$ cat src/rtl/serial_frame_tx.sv
// serial_frame_tx: parallel-in, serial-out frame transmitter.
// Frame on tx_serial: start bit (0), WIDTH data bits LSB first, optional
// even-parity bit, stop bit (1). Each bit is held for CLKS_PER_BIT clocks.
// Optional feature macro: SERIAL_FRAME_TX_PARITY_EN (adds the PARITY state).
//
// state  | meaning
// IDLE   | line high, tx_ready asserted while enabled
// START  | driving start bit (0)
// DATA   | driving data bit bit_idx_q (shreg_q[0])
// PARITY | driving stored parity bit (only with SERIAL_FRAME_TX_PARITY_EN)
// STOP   | driving stop bit (1); tx_done pulses after its last clock
module serial_frame_tx #(
  parameter int WIDTH        = 8,
  parameter int CLKS_PER_BIT = 4
) (
  input  logic             clk,
  input  logic             reset_n,
  input  logic             enable,
  input  logic [WIDTH-1:0] tx_data,
  input  logic             tx_valid,
  output logic             tx_ready,
  output logic             tx_serial,
  output logic             tx_busy,
  output logic             tx_done
);

  localparam int CNT_W = (CLKS_PER_BIT > 1) ? $clog2(CLKS_PER_BIT) : 1;
  localparam int IDX_W = (WIDTH > 1) ? $clog2(WIDTH) : 1;
  localparam logic [CNT_W-1:0] LAST_CNT = CNT_W'(CLKS_PER_BIT - 1);
  localparam logic [IDX_W-1:0] LAST_IDX = IDX_W'(WIDTH - 1);

  typedef enum logic [2:0] {
    IDLE  = 3'd0,
    START = 3'd1,
    DATA  = 3'd2,
    STOP  = 3'd3
`ifdef SERIAL_FRAME_TX_PARITY_EN
    , PARITY = 3'd4
`endif
  } state_t;

  state_t           state_q, state_d;
  logic [CNT_W-1:0] baud_q, baud_d;
  logic [IDX_W-1:0] bit_idx_q, bit_idx_d;
  logic [WIDTH-1:0] shreg_q, shreg_d;
  logic             tx_serial_q, tx_serial_d;
  logic             tx_busy_q, tx_busy_d;
  logic             tx_done_q, tx_done_d;
  logic             bit_end;
`ifdef SERIAL_FRAME_TX_PARITY_EN
  logic             parity_q, parity_d;
`endif

  // Ready only when idle, enabled and out of reset; an edge with reset_n low
  // never accepts, so ready is not advertised then.
  assign tx_ready  = enable && reset_n && (state_q == IDLE);
  assign tx_serial = tx_serial_q;
  assign tx_busy   = tx_busy_q;
  assign tx_done   = tx_done_q;
  assign bit_end   = (baud_q == LAST_CNT);

  // Next-state and next-output logic; everything holds while enable is low.
  always_comb begin
    state_d     = state_q;
    baud_d      = baud_q;
    bit_idx_d   = bit_idx_q;
    shreg_d     = shreg_q;
    tx_serial_d = tx_serial_q;
    tx_done_d   = tx_done_q;
`ifdef SERIAL_FRAME_TX_PARITY_EN
    parity_d    = parity_q;
`endif
    if (enable) begin
      tx_done_d = 1'b0;
      baud_d    = bit_end ? '0 : baud_q + CNT_W'(1);
      case (state_q)
        IDLE: begin
          tx_serial_d = 1'b1;
          baud_d      = '0;
          bit_idx_d   = '0;
          if (tx_valid && tx_ready) begin
            state_d     = START;
            shreg_d     = tx_data;
            tx_serial_d = 1'b0;
`ifdef SERIAL_FRAME_TX_PARITY_EN
            parity_d    = ^tx_data;
`endif
          end
        end
        START: begin
          if (bit_end) begin
            state_d     = DATA;
            bit_idx_d   = '0;
            tx_serial_d = shreg_q[0];
          end
        end
        DATA: begin
          if (bit_end) begin
            if (bit_idx_q == LAST_IDX) begin
`ifdef SERIAL_FRAME_TX_PARITY_EN
              state_d     = PARITY;
              tx_serial_d = parity_q;
`else
              state_d     = STOP;
              tx_serial_d = 1'b1;
`endif
            end else begin
              shreg_d     = shreg_q >> 1;
              tx_serial_d = shreg_d[0];
              bit_idx_d   = bit_idx_q + IDX_W'(1);
            end
          end
        end
`ifdef SERIAL_FRAME_TX_PARITY_EN
        PARITY: begin
          if (bit_end) begin
            state_d     = STOP;
            tx_serial_d = 1'b1;
          end
        end
`endif
        STOP: begin
          tx_serial_d = 1'b1;
          if (bit_end) begin
            state_d   = IDLE;
            tx_done_d = 1'b1;
          end
        end
        default: begin
          state_d     = IDLE;
          tx_serial_d = 1'b1;
          baud_d      = '0;
        end
      endcase
    end
    tx_busy_d = (state_d != IDLE);
  end

  // State and output registers with synchronous active-low reset.
  always_ff @(posedge clk) begin
    if (!reset_n) begin
      state_q     <= IDLE;
      baud_q      <= '0;
      bit_idx_q   <= '0;
      shreg_q     <= '0;
      tx_serial_q <= 1'b1;
      tx_busy_q   <= 1'b0;
      tx_done_q   <= 1'b0;
`ifdef SERIAL_FRAME_TX_PARITY_EN
      parity_q    <= 1'b0;
`endif
    end else begin
      state_q     <= state_d;
      baud_q      <= baud_d;
      bit_idx_q   <= bit_idx_d;
      shreg_q     <= shreg_d;
      tx_serial_q <= tx_serial_d;
      tx_busy_q   <= tx_busy_d;
      tx_done_q   <= tx_done_d;
`ifdef SERIAL_FRAME_TX_PARITY_EN
      parity_q    <= parity_d;
`endif
    end
  end

endmodule

$ cat config.mk
export PLATFORM = sky130hd
export DESIGN_NAME = serial_frame_tx
export DESIGN_NICKNAME = d
export VERILOG_FILES = /design/src/rtl/serial_frame_tx.sv
export SDC_FILE = /design/constraint.sdc
export NUM_CORES = 1
export LEC_CHECK = 0
export BUFFER_PORTS_ARGS = -buffer_cell sky130_fd_sc_hd__buf_2
export CAP_MARGIN = 10
export CORE_AREA = 2 2 40 78
export CTS_CLUSTER_DIAMETER = 80
export DETAILED_ROUTE_END_ITERATION = 7
export DIE_AREA = 0 0 42 80
export HOLD_SLACK_MARGIN = 0.05
export MAX_ROUTING_LAYER = met4
export SYNTH_ARGS = -nofsm -noshare
export SYNTH_HDL_FRONTEND = slang
export SYNTH_SLANG_ARGS = --single-unit
$ cat constraint.sdc
create_clock -name clk -period 2 [get_ports clk]
set_input_delay 0.2 -clock clk [delete_from_list [all_inputs] [get_ports clk]]
set_output_delay 0.2 -clock clk [all_outputs]
set_load 0.01 [all_outputs]
==> summary.md, run 1 <==
| Metric | Value |
|---|---|
| Outcome | finished clean |
| Core Util, Final | 44.76% |
| Req. time, crit path | 2210 ps |
| Grt total ovfl | 0 |
| Simple-Gate Fraction of Synth Area | 24.53% |
| Final min period | 1694 ps |
| CTS tree | built |
| Crit share post-route | 84.69% |
| Die H | 80 um |
| Startpoint types | flip-flop |
| Mapped Area | 1056 um2 |
| FP Rows | 27 |
| Postcts setup bufs | 0 |
| Syn nets | 131 |
| Top post-synthesis cells by area | dfxtp_1 36%, mux2i_1 11%, o211a_1 6.6%, nand3_1 5.2%, ha_1 3.6% |
| Syn avg cell area | 9.104 um2 |
| Number of diodes | 0 |
| TritonRoute pass-1 iters | 4 |
| Post-Place Cell Area | 1179 um2 |
| Core footprint | 2736 um2 |
| Max Slew Vio Count | 0 |
| Xor-xnor portion of the synthesized cell area | 0.8294% |
| Reg2Reg Capture Point | shreg_q[3] |
| Area grow syn2layout | 15.99% |
| Maximum fanout along the worst path | 14 |
| Adder-cell share of the synthesized area | 3.555% |
| Global-route wire length before repair | 3829 um |
| Die width | 42 um |
| Psw | 0.1793 mW |
| Top-area cell type share of the netlist area | 36.02% |
| Kind of critical path | flip-flop to flip-flop |
| Mux share of post-synthesis cell area | 11.37% |
| Reg power frac | 52.6% |
| Initial Util | 38.59% |
| DRC viols | 0 |
| R2r setup slk | 310 ps |
| Most frequent cells in the layout | 19 x dfxtp_1, 15 x buf_2, 12 x mux2i_1 |
| Share of cells above drive strength 1 | 21.97% |
| Post-synthesis register bit count | 19 |
| Layout Nets | 148 |
| Finished Layout Cells | 161 |
| Setup crit end kind | flip-flop |
| WL/cell | 13.80 um |
| Initial antenna violation count | 0 |
| Post-synthesis instance total | 116 |
| IR drop worst, VDD | 0.4121 mV |
| Final Hold Vio Count | 0 |
| Switching share of power | 24.10% |
| Clk slew on worst S/H paths | 70 ps |
| CP arrival | 1900 ps |
| Initial DRC Count | 19 |
| Reg-to-reg critical path startpoint | state_q[1] |
| Hold crit path type | input port to flip-flop |
| Synth async-reset ratio | 0% |
| Largest net degree at the start of global routing | 24 |
| Setup_tns | 0 ps |
| Sequential share of the synthesized area | 36.02% |
| Clock power share | 36.6% |
| Vias in the first global route | 855 |
| Worst-Skew Late Latency | 260 ps |
| Post-synth top area cell | dfxtp_1 |
| Power Dens Cells | 607.2 nW/um2 |
| RePlAce Congestion | 0.8192 |
| Vias | 916 |
| Final WS setup | 306.2 ps |
| Combinational Power Share | 10.8% |
| CTS Root Cell | clkbuf_8 |
| Slew at the pin closest to its max-slew limit | 415.4 ps |
| Ys flop type | dfxtp_1 |
| Overall Power | 0.7437 mW |
| CP endpoint | shreg_q[3] |
| Io pins | 16 |
| Die area | 3360 um2 |
| Yosys cell types | 34 |
| Mean number of vias per cell | 5.689 |
| Setup violators final | 0 |
| FILL cells | 276 |
| H-Tree Depth | 1 |
| Antenna-violating nets left | 0 |
| WHS | 192.8 ps |
| Critical path origin | state_q[1] |
| Port bufs | 15 |
| Rel. slew slack | 72.27% |
| Clk sink count | 19 |
| Largest family of logic cells by synthesized area | simple AND/OR/NAND/NOR gates |
| Max cap viols | 0 |
| Sequential cell area | 380.4 um2 |
| Dpl ws | 298.6 ps |
| GRT Total Usage | 15.18% |
| Detailed Place HPWL | 1705 um |
| WL final | 2222 um |
| Ys Warns | 0 |
| Leak Pwr | 0.5684 nW |
| Resize count post-CTS | 0 |
| P_int | 0.5645 mW |
| Placed insts | 157 |
| TritonCTS Buffers | 3 |
| Clk buf depth | 2 |
| Max Clk Rate | 590.4 MHz |
| Cell area after layout | 1225 um2 |
| RSZ-0062 raised after global routing | false |
| Synth Area in Compound Gates | 18.60% |
| Worst Reg-to-Reg Cells | 4 |
| Commonest non-fill, non-tap cell in the layout | dfxtp_1 |
| Post-synth EDFFs | 0 |
| Worst clock skew | 0.4363 ps |
| Hold-fix buffers, CTS | 0 |
| Multi-input logic area | 626.9 um2 |
-- registers in the layout (all words and copies together), names as in the netlist --
register / count
tx_busy: 1
shreg_q: 8
state_q: 3
tx_serial: 1
tx_done: 1
baud_q: 2
bit_idx_q: 3
-- routing by layer --
metal	global-route usage [%]	vias up	share of wire, %
met5	-	-	0
met4	8.710	0	2.7
met3	1.584	5	2.4
met2	27.50	14	56
met1	15.36	444	39
li1	-	453	-
-- synthesized netlist by cell type (2+ instances only) --
master    count
nand3b_1      3
clkbuf_1      7
nand2_1       6
nand3_1      11
nor2b_1       4
ha_1          3
a21boi_0      3
mux2i_1      12
inv_1         2
buf_4         2
nor4_1        3
dfxtp_1      19
nor2_1        5
nor3b_1       2
o211a_1       7
nand2b_1      3
and2_1        2
a21oi_1       2
o21ai_0       5
-- cells by family after synthesis --
| family | Yosys count |
|---|---|
| AOI/OAI and AO/OA | 24 |
| adders and majority gates | 3 |
| buffers and inverters | 12 |
| and+or+nand+nor | 45 |
| DFF | 19 |
| xor gates and xnor gates | 1 |
| muxes | 12 |
-- critical path, cell delays in order (launching register included) --
cell and delay (ps):
dfxtp_1 440, or3b_4 450, o22ai_4 260, and2_1 320
o211a_1 170
-- layout make-up --
class,count,area share [%]
Sequential cell,19,31.05
Clock buffer,3,3.371
Multi-Input combinational cell,85,51.17
Timing Repair Buffer,22,10.42
Inverter,2,0.6129
Tap cell,29,2.962
Clock inverter,1,0.4086
-- worst min-delay path by stage --
stage	start	to	slack, ps	cells after the start
2_1_floorplan	reset_n	tx_serial	310	1
3_3_place_gp	bit_idx_q[1]	bit_idx_q[1]	450	2
3_5_place_dp	tx_serial	tx_serial	460	2
4_1_cts	enable	state_q[2]	190	2
5_1_grt	enable	state_q[2]	210	2
6_report	enable	state_q[2]	190	2
-- power groups by stage --
stage          Sequential (mW)  Combinational (mW)  Clock (mW)
3_3_place_gp             0.400              0.0803           0
4_1_cts                  0.392              0.0813       0.280
6_report                 0.392              0.0803       0.272
5_1_grt                  0.393              0.0900       0.301
2_1_floorplan            0.401              0.0495           0
3_5_place_dp             0.400              0.0813           0
Power figures use the tool's default switching activity.
==> run 2: changes to the inputs <==
==> constraint.sdc (replaced) <==
create_clock -name clk -period 1.6 [get_ports clk]
set_input_delay 0.16 -clock clk [delete_from_list [all_inputs] [get_ports clk]]
set_output_delay 0.16 -clock clk [all_outputs]
set_load 0.01 [all_outputs]
==> run 2 against run 1 <==
  * Register-to-register slack got worse by 210 ps
  * Maximum frequency rose by 13%
  * Global-route usage hardly changed
  * Critical path depth increased by 2
  * Clock skew rose by 1.9 ps
  * Count of clock-buffer cells in the layout is 1 higher
  * Final area is 5.7% higher
  * Critical path type unchanged
  * Largest cell class unchanged
==> summary.md, run 2 (synthesis results as in run 1) <==
| Metric | Value |
|---|---|
| Io pins | 16 (unchanged) |
| Layout Nets | 155 (was 148) |
| Vias | 930 (was 916) |
| Kind of critical path | flip-flop to flip-flop (unchanged) |
| Detailed Place HPWL | 1824 um (was 1705 um) |
| Die area | 3360 um2 (unchanged) |
| Met1 WL | 904 um (was 865 um) |
| DRC viols | 0 (unchanged) |
| Buffers & Inverters on Critical Path | 0 (unchanged) |
| Leak Pwr | 0.6036 nW (was 0.5684 nW) |
| Worst Reg-to-Reg Cells | 6 (was 4) |
| Biggest regs | shreg_q x8, bit_idx_q x3, state_q x3 (unchanged) |
| WL final | 2329 um (was 2222 um) |
| CP arrival | 1680 ps (was 1900 ps) |
| CTS tree | built (unchanged) |
| Req. time, crit path | 1780 ps (was 2210 ps) |
| Max Clk Rate | 667.0 MHz (was 590.4 MHz) |
| Post-Place Cell Area | 1236 um2 (was 1179 um2) |
| Final min period | 1499 ps (was 1694 ps) |
| Largest Register | shreg_q (unchanged) |
| Largest net degree at the start of global routing | 24 (unchanged) |
| FP Rows | 27 (unchanged) |
| Highest routed layer | met4 (unchanged) |
| Slew at the pin closest to its max-slew limit | 278.8 ps (was 415.4 ps) |
| Maximum fanout along the worst path | 4 (was 14) |
| Max incr delay on CP | 330 ps (was 450 ps) |
| Initial antenna violation count | 0 (unchanged) |
| Setup crit end kind | flip-flop (unchanged) |
| Cell family with most CP delay | adder cells (was simple AND/OR/NAND/NOR gates) |
| Startpoint types | flip-flop (unchanged) |
| R2r setup slk | 100 ps (was 310 ps) |
| Setup violators final | 0 (unchanged) |
| Combinational Power Share | 11.8% (was 10.8%) |
| Number of diodes | 0 (unchanged) |
| Initial DRC Count | 23 (was 19) |
| Area grow syn2layout | 22.63% (was 15.99%) |
| Reg2Reg Capture Point | bit_idx_q[0] (was shreg_q[3]) |
| Final Hold Vio Count | 0 (unchanged) |
| Clk slew on worst S/H paths | 70 ps (about the same) |
| Max Slew Vio Count | 0 (unchanged) |
| Hold crit path type | input port to flip-flop (unchanged) |
| Power Dens Cells | 722.7 nW/um2 (was 607.2 nW/um2) |
| Worst path slowest cell | dfxtp_1 (was or3b_4) |
| GRT Total Usage | 15.15% (was 15.18%) |
| Commonest non-fill, non-tap cell in the layout | dfxtp_1 (unchanged) |
| Crit share post-route | 93.71% (was 84.69%) |
| Cell area after layout | 1295 um2 (was 1225 um2) |
| WL/cell | 13.86 um (was 13.80 um) |
| Overall Power | 0.9359 mW (was 0.7437 mW) |
| Mean number of vias per cell | 5.536 (was 5.689) |
| TritonRoute pass-1 iters | 3 (was 4) |
| Rel. slew slack | 81.39% (was 72.27%) |
| Share of cells above drive strength 1 | 27.34% (was 21.97%) |
| Logic depth of the worst path, buffers included | 6 (was 4) |
| Die width | 42 um (unchanged) |
| WHS Path Cells | 3 (was 2) |
| Port bufs | 15 (unchanged) |
| Hold-fix buffers, CTS | 0 (unchanged) |
| Core footprint | 2736 um2 (unchanged) |
| P_int | 0.7178 mW (was 0.5645 mW) |
| Clk sink count | 19 (unchanged) |
| TritonCTS Buffers | 3 (unchanged) |
| Grt total ovfl | 0 (unchanged) |
| Max FFs per register | 8 (unchanged) |
| Global-route wire length before repair | 3877 um (was 3829 um) |
| Vias in the first global route | 900 (was 855) |
| Outcome | finished clean (unchanged) |
| Clk buf depth | 2 (unchanged) |
| Reg power frac | 52.4% (was 52.6%) |
| Die H | 80 um (unchanged) |
| CP cell instances | ha_1, ha_2, o21ai_0, a21oi_1, nor2b_2, mux2i_1 (was or3b_4, o22ai_4, and2_1, o211a_1) |
| WHS Endpoint | tx_serial (was state_q[2]) |
| IR drop worst, VDD | 0.5407 mV (was 0.4121 mV) |
| RePlAce Congestion | 0.7798 (was 0.8192) |
| Met3 wire len | 49 um (was 53 um) |
| Met2 WL | 1354 um (was 1244 um) |
| Most frequent cells in the layout | 19 x dfxtp_1, 15 x buf_2, 13 x buf_4 (was 19 x dfxtp_1, 15 x buf_2, 12 x mux2i_1) |
| Max cap viols | 0 (unchanged) |
| H-Tree Depth | 1 (unchanged) |
| Antenna-violating nets left | 0 (unchanged) |
| Worst-Skew Late Latency | 250 ps (was 260 ps) |
| Reg-to-reg critical path startpoint | bit_idx_q[0] (was state_q[1]) |
| Switching share of power | 23.30% (was 24.10%) |
| Initial Util | 38.59% (unchanged) |
| Clock power share | 35.8% (was 36.6%) |
| Psw | 0.2181 mW (was 0.1793 mW) |
| CTS Root Cell | clkbuf_8 (unchanged) |
| Worst clock skew | 2.299 ps (was 0.4363 ps) |
| Hold_sp | enable (unchanged) |
## run 2: cell count changes in the layout (fill, tap and decap cells not counted), sizes merged
cell and change:
buf +7, clkbuf +1, clkinv -1
## run 2: final cells by class
cell class / count / area [um2]
Fill cell: 270 / 1441
Multi-Input combinational cell: 85 / 633.1
Sequential cell: 19 / 380.4
Timing Repair Buffer: 29 / 192.7
Clock buffer: 4 / 45.04
Tap cell: 29 / 36.28
Inverter: 2 / 7.507
## run 2: what timing repair did
item / in CTS / in global routing
hold endpoints to repair: 0 / 0
gates resized for setup: 1 / 2
setup buffers: 0 / 1
setup endpoints to repair: 3 / 9
## run 2: worst max-delay path by stage
stage,startpoint,end
2_1_floorplan,bit_idx_q[0],bit_idx_q[0]
3_3_place_gp,bit_idx_q[0],bit_idx_q[0]
3_5_place_dp,bit_idx_q[0],bit_idx_q[0]
4_1_cts,bit_idx_q[0],bit_idx_q[0]
5_1_grt,state_q[2],tx_ready
6_report,bit_idx_q[0],bit_idx_q[0]
## run 2: worst register-to-register path, stage by stage (launching register included)
cell	delay [ps]
dfxtp_1	330
ha_1	200
ha_2	210
o21ai_0	150
a21oi_1	100
nor2b_2	210
mux2i_1	230
## run 2: through the flow
step	hold WS, ps	instances	setup TNS (ps)	util (%)	worst slack [ps]
after detailed placement	467.3	163	-93.90	45.18	-65.59
final	255.5	168	0	47.33	100.7
after floorplan	273.1	116	0	-	131.2
after CTS	248.3	167	0	46.91	20.35
after global routing	268.5	168	-9.669	47.33	-9.669
after global placement	451.8	163	0	45.18	67.22
## run 2: power groups by stage
| stage | Combinational, mW | Sequential (mW) | Clock (mW) |
|---|---|---|---|
| after floorplan | 0.0619 | 0.501 | 0 |
| after CTS | 0.110 | 0.490 | 0.347 |
| after global placement | 0.108 | 0.501 | 0 |
| after detailed placement | 0.109 | 0.501 | 0 |
| final | 0.111 | 0.490 | 0.335 |
| after global routing | 0.122 | 0.491 | 0.367 |
## run 2: per-layer routing
| metal | up-vias | global-route usage, % |
|---|---|---|
| met3 | 2 | 2.262 |
| met4 | 0 | 4.839 |
| met1 | 450 | 13.89 |
| met5 | - | - |
| met2 | 11 | 30.47 |
| li1 | 467 | - |
